## src/rtl/sevseg_scan.sv

```systemverilog
// sevseg_scan: time-multiplexed scan controller for an NDIG-digit
// seven-segment display. One shared decoder is fed per digit slot; each
// slot opens with a short blanking gap. New data is staged in a pending
// register and only committed to the displayed (shadow) copy at a frame
// boundary or while idle, so a scan never mixes old and new digits.
module sevseg_scan #(
    parameter int NDIG     = 4,
    parameter int PRESCALE = 1000,
    parameter int BLANK    = 16
) (
    input  logic                CLK,
    input  logic                RESET,
    input  logic [4*NDIG-1:0]   DATA,
    input  logic                LOAD,
    input  logic                ON,
    input  logic                LZB,
    output logic [3:0]          DIG,
    output logic                EN,
    output logic [NDIG-1:0]     AN,
    output logic                FRAME,
    output logic                PEND
);

    localparam int IW = $clog2(NDIG);
    localparam int CW = $clog2(PRESCALE);
    localparam logic [CW-1:0] CNT_LAST  = CW'(PRESCALE - 1);
    localparam logic [CW-1:0] GAP_LAST  = CW'(BLANK - 1);
    localparam logic [IW-1:0] IDX_LAST  = IW'(NDIG - 1);

    typedef enum logic [1:0] {IDLE, GAP, SHOW} state_t;

    state_t            state, state_nx;
    logic [IW-1:0]     idx, idx_nx;
    logic [CW-1:0]     cnt, cnt_nx;
    logic [4*NDIG-1:0] shadow, pending;
    logic              pend;
    logic              lzb_q;
    logic              frame_end;
    logic [3:0]        cur;
    logic              upper_nz;
    logic              visible;

    // Scan sequencer registers: state, digit index, slot counter.
    always_ff @(posedge CLK or posedge RESET) begin
        if (RESET) begin
            state <= IDLE;
            idx   <= '0;
            cnt   <= '0;
        end else begin
            state <= state_nx;
            idx   <= idx_nx;
            cnt   <= cnt_nx;
        end
    end

    // Next-state logic; cnt runs 0..PRESCALE-1 across the whole slot.
    always_comb begin
        state_nx = state;
        idx_nx   = idx;
        cnt_nx   = cnt;
        if (!ON) begin
            state_nx = IDLE;
            idx_nx   = '0;
            cnt_nx   = '0;
        end else begin
            case (state)
                IDLE: begin
                    state_nx = GAP;
                    idx_nx   = '0;
                    cnt_nx   = '0;
                end
                GAP: begin
                    cnt_nx = cnt + 1'b1;
                    if (cnt == GAP_LAST) state_nx = SHOW;
                end
                SHOW: begin
                    if (cnt == CNT_LAST) begin
                        state_nx = GAP;
                        cnt_nx   = '0;
                        idx_nx   = (idx == IDX_LAST) ? '0 : idx + 1'b1;
                    end else begin
                        cnt_nx = cnt + 1'b1;
                    end
                end
                default: begin
                    state_nx = IDLE;
                    idx_nx   = '0;
                    cnt_nx   = '0;
                end
            endcase
        end
    end

    assign frame_end = (state == SHOW) && (idx == IDX_LAST) && (cnt == CNT_LAST);

    // Data path: pending capture, frame-synchronous commit, LZB sampling.
    // A LOAD on the commit edge overrides the pend clear (later NBA wins).
    always_ff @(posedge CLK or posedge RESET) begin
        if (RESET) begin
            shadow  <= '0;
            pending <= '0;
            pend    <= 1'b0;
            lzb_q   <= 1'b0;
        end else begin
            lzb_q <= LZB;
            if ((frame_end || state == IDLE) && pend) begin
                shadow <= pending;
                pend   <= 1'b0;
            end
            if (LOAD) begin
                pending <= DATA;
                pend    <= 1'b1;
            end
        end
    end

    // Current digit value and its visibility (invalid code / leading zero).
    always_comb begin
        cur      = '0;
        upper_nz = 1'b0;
        for (int unsigned i = 0; i < NDIG; i++) begin
            if (IW'(i) == idx) cur = shadow[4*i +: 4];
            if ((i >= 32'(idx)) && (shadow[4*i +: 4] != 4'd0)) upper_nz = 1'b1;
        end
        visible = (cur <= 4'd9) && !((idx != '0) && lzb_q && !upper_nz);
    end

    // Output decode from registered state only.
    always_comb begin
        AN    = '0;
        EN    = 1'b0;
        DIG   = '0;
        FRAME = frame_end;
        PEND  = pend;
        case (state)
            GAP: DIG = cur;
            SHOW: begin
                for (int unsigned i = 0; i < NDIG; i++) AN[i] = (IW'(i) == idx);
                DIG = cur;
                EN  = visible;
            end
            default: ;
        endcase
    end

endmodule

```

## config.mk

```make
export PLATFORM = sky130hd
export DESIGN_NAME = sevseg_scan
export DESIGN_NICKNAME = d
export VERILOG_FILES = /design/src/rtl/sevseg_scan.sv
export SDC_FILE = /design/constraint.sdc
export NUM_CORES = 1
export LEC_CHECK = 0
export ABC_AREA = 1
export ABC_CLOCK_PERIOD_IN_PS = 2700
export CELL_PAD_IN_SITES_DETAIL_PLACEMENT = 1
export CELL_PAD_IN_SITES_GLOBAL_PLACEMENT = 2
export CORE_MARGIN = 3
export CORE_UTILIZATION = 30
export CTS_CLUSTER_SIZE = 28
export DETAILED_ROUTE_END_ITERATION = 10
export GPL_ROUTABILITY_DRIVEN = 0
export GPL_TIMING_DRIVEN = 0
export PLACE_DENSITY_LB_ADDON = 0.3
export SKIP_LAST_GASP = 1
export SYNTH_ARGS = -nofsm -noshare
export SYNTH_HDL_FRONTEND = slang
export SYNTH_SLANG_ARGS = --single-unit
```

## constraint.sdc

```tcl
create_clock -name CLK -period 2.7 [get_ports CLK]
set_clock_uncertainty 0.2 [all_clocks]
set_input_delay 0.81 -clock CLK [delete_from_list [all_inputs] [get_ports CLK]]
set_output_delay 0.81 -clock CLK [all_outputs]
set_load 0.01 [all_outputs]
```

### Word level (Yosys, flattened, before mapping)

Cells that the tools add are included.

* memories kept: 0
* memory bits (read-only): 0
* latch bits: 0
* output and inout bits: 11
* word-level logic and storage cells: 71
* memory bits (writable): 0
* flip-flop bits (word level): 48

* muxes and demuxes: 24
* eq/ne operators: 11
* reduce and logical (&&, ||, !) cells: 23
* $lt $le $gt $ge: 4
* shift-type cells: 0
* bitwise operators: 0
* multipliers: 0
* div/mod/pow operators: 0
* add/sub/neg operators: 2

Operators by type and width (number)
* 4-bit two-way mux: 6
* 10-bit two-way mux: 2
* 10-bit one-hot mux with 2 select lines: 1
* 4-bit nonzero test: 4
* 2-bit two-way mux: 6
* 10-bit by 1-bit adder with 10-bit output, second input constant: 1
* 10-bit == test, second input constant: 1
* 10-bit by 4-bit == test with 1-bit output, second input constant: 1
* 1-bit logical AND: 9
* 1-bit two-way mux: 7
* 2-bit one-hot mux with 3 select lines: 1
* 2-bit == test, first input constant: 2
* 2-bit == test, second input constant: 2
* 1-bit by 2-bit >= comparator with 1-bit output, first input constant: 2
* 4-bit <= comparator, second input constant: 1
* 2-bit logical NOT: 2
* 2-bit one-hot mux with 2 select lines: 1
* 2-bit AND reduction: 2
* 2-bit nonzero test: 2
* 3-bit by 2-bit inequality test with 1-bit output, second input constant: 1
* 3-bit inequality test, second input constant: 1
* 2-bit by 1-bit adder with 2-bit output, second input constant: 1
* 1-bit by 2-bit == test with 1-bit output, first input constant: 1
* 2-bit by 1-bit == test with 1-bit output, second input constant: 1
* 5 further kinds: 6

### Longest topological paths before layout

* depth in word-level cells: 11
* gate-level depth with buffers: 11

### Worst setup path before layout

No wires, ideal clock.

* path kind: reg-to-output
* start: register idx[1]
* end: output EN
* path buffers: 0
* arrival time: 1269 ps
* stages on the path, launching flop included: 7
* data required time: 1690 ps
* path slack: 421 ps
* cells stage by stage: dfrtp_1 ha_1 inv_1 or2_0 nand2_1 nand2_1 a21oi_1

* word-level cells in the longest chain between the ends: 11
* elaborated cells on any way between the ends: 26
* classes of those cells: 4 x order compare; 3 x eq/ne; 9 x mux; 10 x reduce/logical

Ends and longest elaborated chain
* start, declared: line 33 `logic [IW-1:0] idx, idx_nx;`
* start signal, assigned: line 51 `idx <= idx_nx;`
* 1-bit by 2-bit >= comparator with 1-bit output: line 123 `if ((i >= 32'(idx)) && (shadow[4*i +: 4] != 4'd0)) upper_nz = 1'b1;`
* 1-bit logical AND: line 123
* 1-bit two-way mux (4 in a row): line 123
* 1-bit logical NOT: line 125 `visible = (cur <= 4'd9) && !((idx != '0) && lzb_q && !upper_nz);`
* 1-bit logical AND: line 125
* 1-bit logical NOT: line 125
* 1-bit logical AND (*): line 125
* 1-bit two-way mux (*): line 135 `case (state)`
* end, declared: line 18 `output logic EN,`

Every way passes the cells marked *; elsewhere a longest branch is shown, timed or not.

### Worst setup path in the final report

* start: register idx[0]
* end: output EN

Same word-level chain as after synthesis.

==> results_dict.tcl <==
set metrics [dict create \
    synth_top_cell_by_area "dfrtp_1" \
    layout-drive-gt1-share 0.172 \
    finalWorstSetupSlack_ns -0.0330 \
    hold_violations 0 \
    worstPathArrival_ns 1.72 \
    grt_pass1_vias 2196 \
    final_max_slew_viol_count 0 \
    fin_crit_sh 1.01 \
    start_util 0.315 \
    avgRoutedWirePerCell_um 12.9 \
    start_kind "register" \
    area_growth_pct 28.3 \
    drc 0 \
    crit_fanout 6 \
    p_leak_nw 1.59 \
    drv_cap 0 \
    cts_hold_repair.buffers 0 \
    path_common_cell "nor2_2" \
    cp-end-kind "primary output" \
    ir_worst_vdd_mv 0.233 \
    crit_chain "buf_6, inv_6, ha_4, inv_2, nor2_2, nor2_2, nand2_2, nand2_1, a21oi_2, buf_2" \
    avgSynthCellArea_um2 7.85 \
    path_clk_slew_ns 0.08 \
    rr_startpoint "state[0]" \
    antenna_left 0 \
    grt_usage 0.132 \
    min_period_ns 2.73 \
    dieHeight_um 96.8 \
    routed_wl_mm 6.02 \
    clockBufferDepth 2 \
    antenna_found_initial 0 \
    maxSlewHeadroom 0.670 \
    grt_max_degree 38 \
    worstHoldStart "shadow[14]" \
    rsz0062_at_grt "true" \
    synth.top_cell.area_share 0.486 \
    placed_area_um2 2920 \
    vias 2084 \
    synth_fp_nets 346 \
    nNetsFinal 396 \
    slowest_delay_ns 0.45 \
    yosysSeqAreaShare 0.486 \
    outcome "finished with violations" \
    postSynthCellCount 315 \
    dieArea_um2 9370 \
    dp_hpwl_mm 4.40 \
    finalSetupTns_ns -0.0330 \
    worstPathRequired_ns 1.69 \
    worstSkewPairLatency_ns 0.29 \
    synth.area.top_cells "dfrtp_1 49%, nand2_1 20%, nand3_1 6.5%, ha_1 5.1%, nor2_1 4.1%" \
    r2r_slack_ns 0.93 \
    via_per_inst 4.45 \
    setup_viol 1 \
    firstDrtPassIters 4 \
    cts_buffers 5 \
    die_x_um 96.8 \
    synth.cell_area_um2 2470 \
    fmax_ghz 0.366 \
    hp-class "reg -> reg" \
    pre_cts_ws_ns -0.271 \
    yosys_warnings 0 \
    violations "setup timing" \
    hold_path_end "shadow[14]" \
    synth.ff_latch_count 48 \
    tightest_slew_ns 0.495 \
    core_area_um2 7850 \
    synth_cell_types 27 \
    critPathKind "reg -> out" \
    rows 32 \
    cts_tree "done" \
    r2r_cells 11 \
    final_area_um2 3170 \
    cts_max_level 2 \
    drt-initial-drc-count 67 \
    cts_root_buf "clkbuf_8" \
    whs_path_depth 2 \
    ios 32 \
    p_per_area_nw_per_um2 757 \
    grt_pass1_wl_mm 10.3 \
    antenna-diode-count 0 \
    cp_slowest_cell "dfrtp_2" \
    fill_cells 982 \
    port_buffers 30 \
    gr-total-overflow 0 \
    r2r_end "shadow[8]" \
    cts.sinks 48 \
]
==> stage by stage <==
step                       util  total power [mW]  hold slack [ns]  instances
final                     0.404              2.40            0.277        468
after detailed placement  0.372              1.91            0.260        448
after global routing      0.404              2.62            0.311        468
after global placement    0.370              1.89            0.259        447
after CTS                 0.397              2.40            0.284        466
after floorplan               -              1.60            0.242        315
==> cell type report <==
type                       count  area, um2  share of cell area
timing repair buffer          43        383               0.121
clock buffer                   7       86.3              0.0272
buffer                         8       52.6              0.0166
inverter                      28        113              0.0355
tap                          102        128              0.0402
sequential                    48       1200               0.379
clock inverter                 1       7.51             0.00237
multi-input combinational    231       1200               0.378
==> state kept, by name, summed over array words and instances, names as in the netlist <==
signal,flops
lzb_q,1
state,2
shadow,16
idx,2
PEND,1
cnt,10
pending,16
==> cell families after synthesis <==
logic type | after synthesis | share of synthesized area
adder cells (fa/ha/maj) | 10 | 0.0506
XOR/XNOR | 6 | 0.0213
AO/OA/AOI/OAI | 13 | 0.0263
buffers and inverters | 36 | 0.0627
flip-flops | 48 | 0.486
AND/OR/NAND/NOR | 202 | 0.353
==> metal layers <==
metal  up-vias  routed length, um  global-route usage
li1       1072                  -                   -
met5         -                  0                   0
met1       974               2940               0.176
met2        30               2830               0.216
met3         8                173              0.0281
met4         0                 77              0.0389
==> synthesized netlist by cell type, drive strengths merged <==
cell type    n
o21ai        6
a21oi        7
nand3       34
nand4        1
clkbuf       4
ha          10
inv         28
xnor2        2
buf          4
nor3         2
nor2        29
or2          1
nor3b        1
nand2      134
dfrtp       48
xor2         4
==> worst max path at each step <==
stage          depth (start not counted)    from        end
2_1_floorplan                          6  idx[1]         EN
3_3_place_gp                           2   RESET  shadow[3]
3_5_place_dp                          10  idx[1]         EN
4_1_cts                               10  idx[0]         EN
5_1_grt                               10  idx[0]         EN
6_report                              10  idx[0]         EN
==> placed cells by master (no fill, tap or decap), types with 4 or more instances in the layout <==
master	count
nand2_1	125
dfrtp_1	46
nand3_1	31
nor2_1	24
inv_1	20
clkdlybuf4s50_1	20
buf_4	12
inv_2	6
nand2_2	6
ha_1	6
clkbuf_8	6
o21ai_1	5
clkbuf_1	5
a21oi_1	5
buf_2	5
nor2_2	4
buf_6	4
xor2_1	4
ha_4	4
dlygate4sd2_1	4
==> power by group <==
part | total (mW) | switching [mW] | internal (mW) | leakage, nW
clock | 0.443 | 0.235 | 0.208 | 0.0445
combinational | 0.971 | 0.579 | 0.392 | 0.941
sequential | 0.986 | 0.111 | 0.875 | 0.609
total | 2.40 | 0.925 | 1.48 | 1.59
==> worst max-delay path: cells and delay by family (launching register included) <==
kind | cells | cell delay, ns
flip-flops | 1 | 0.45
buffers and inverters | 4 | 0.39
AND/OR/NAND/NOR | 4 | 0.28
adder cells (fa/ha/maj) | 1 | 0.17
AO/OA/AOI/OAI | 1 | 0.13
==> what timing repair did <==
item,CTS,global route
resized for setup,41,16
setup buffers,10,2
pin swaps,2,8
setup endpoints to repair,10,6
No activity file was read; power rests on OpenSTA's default activity.
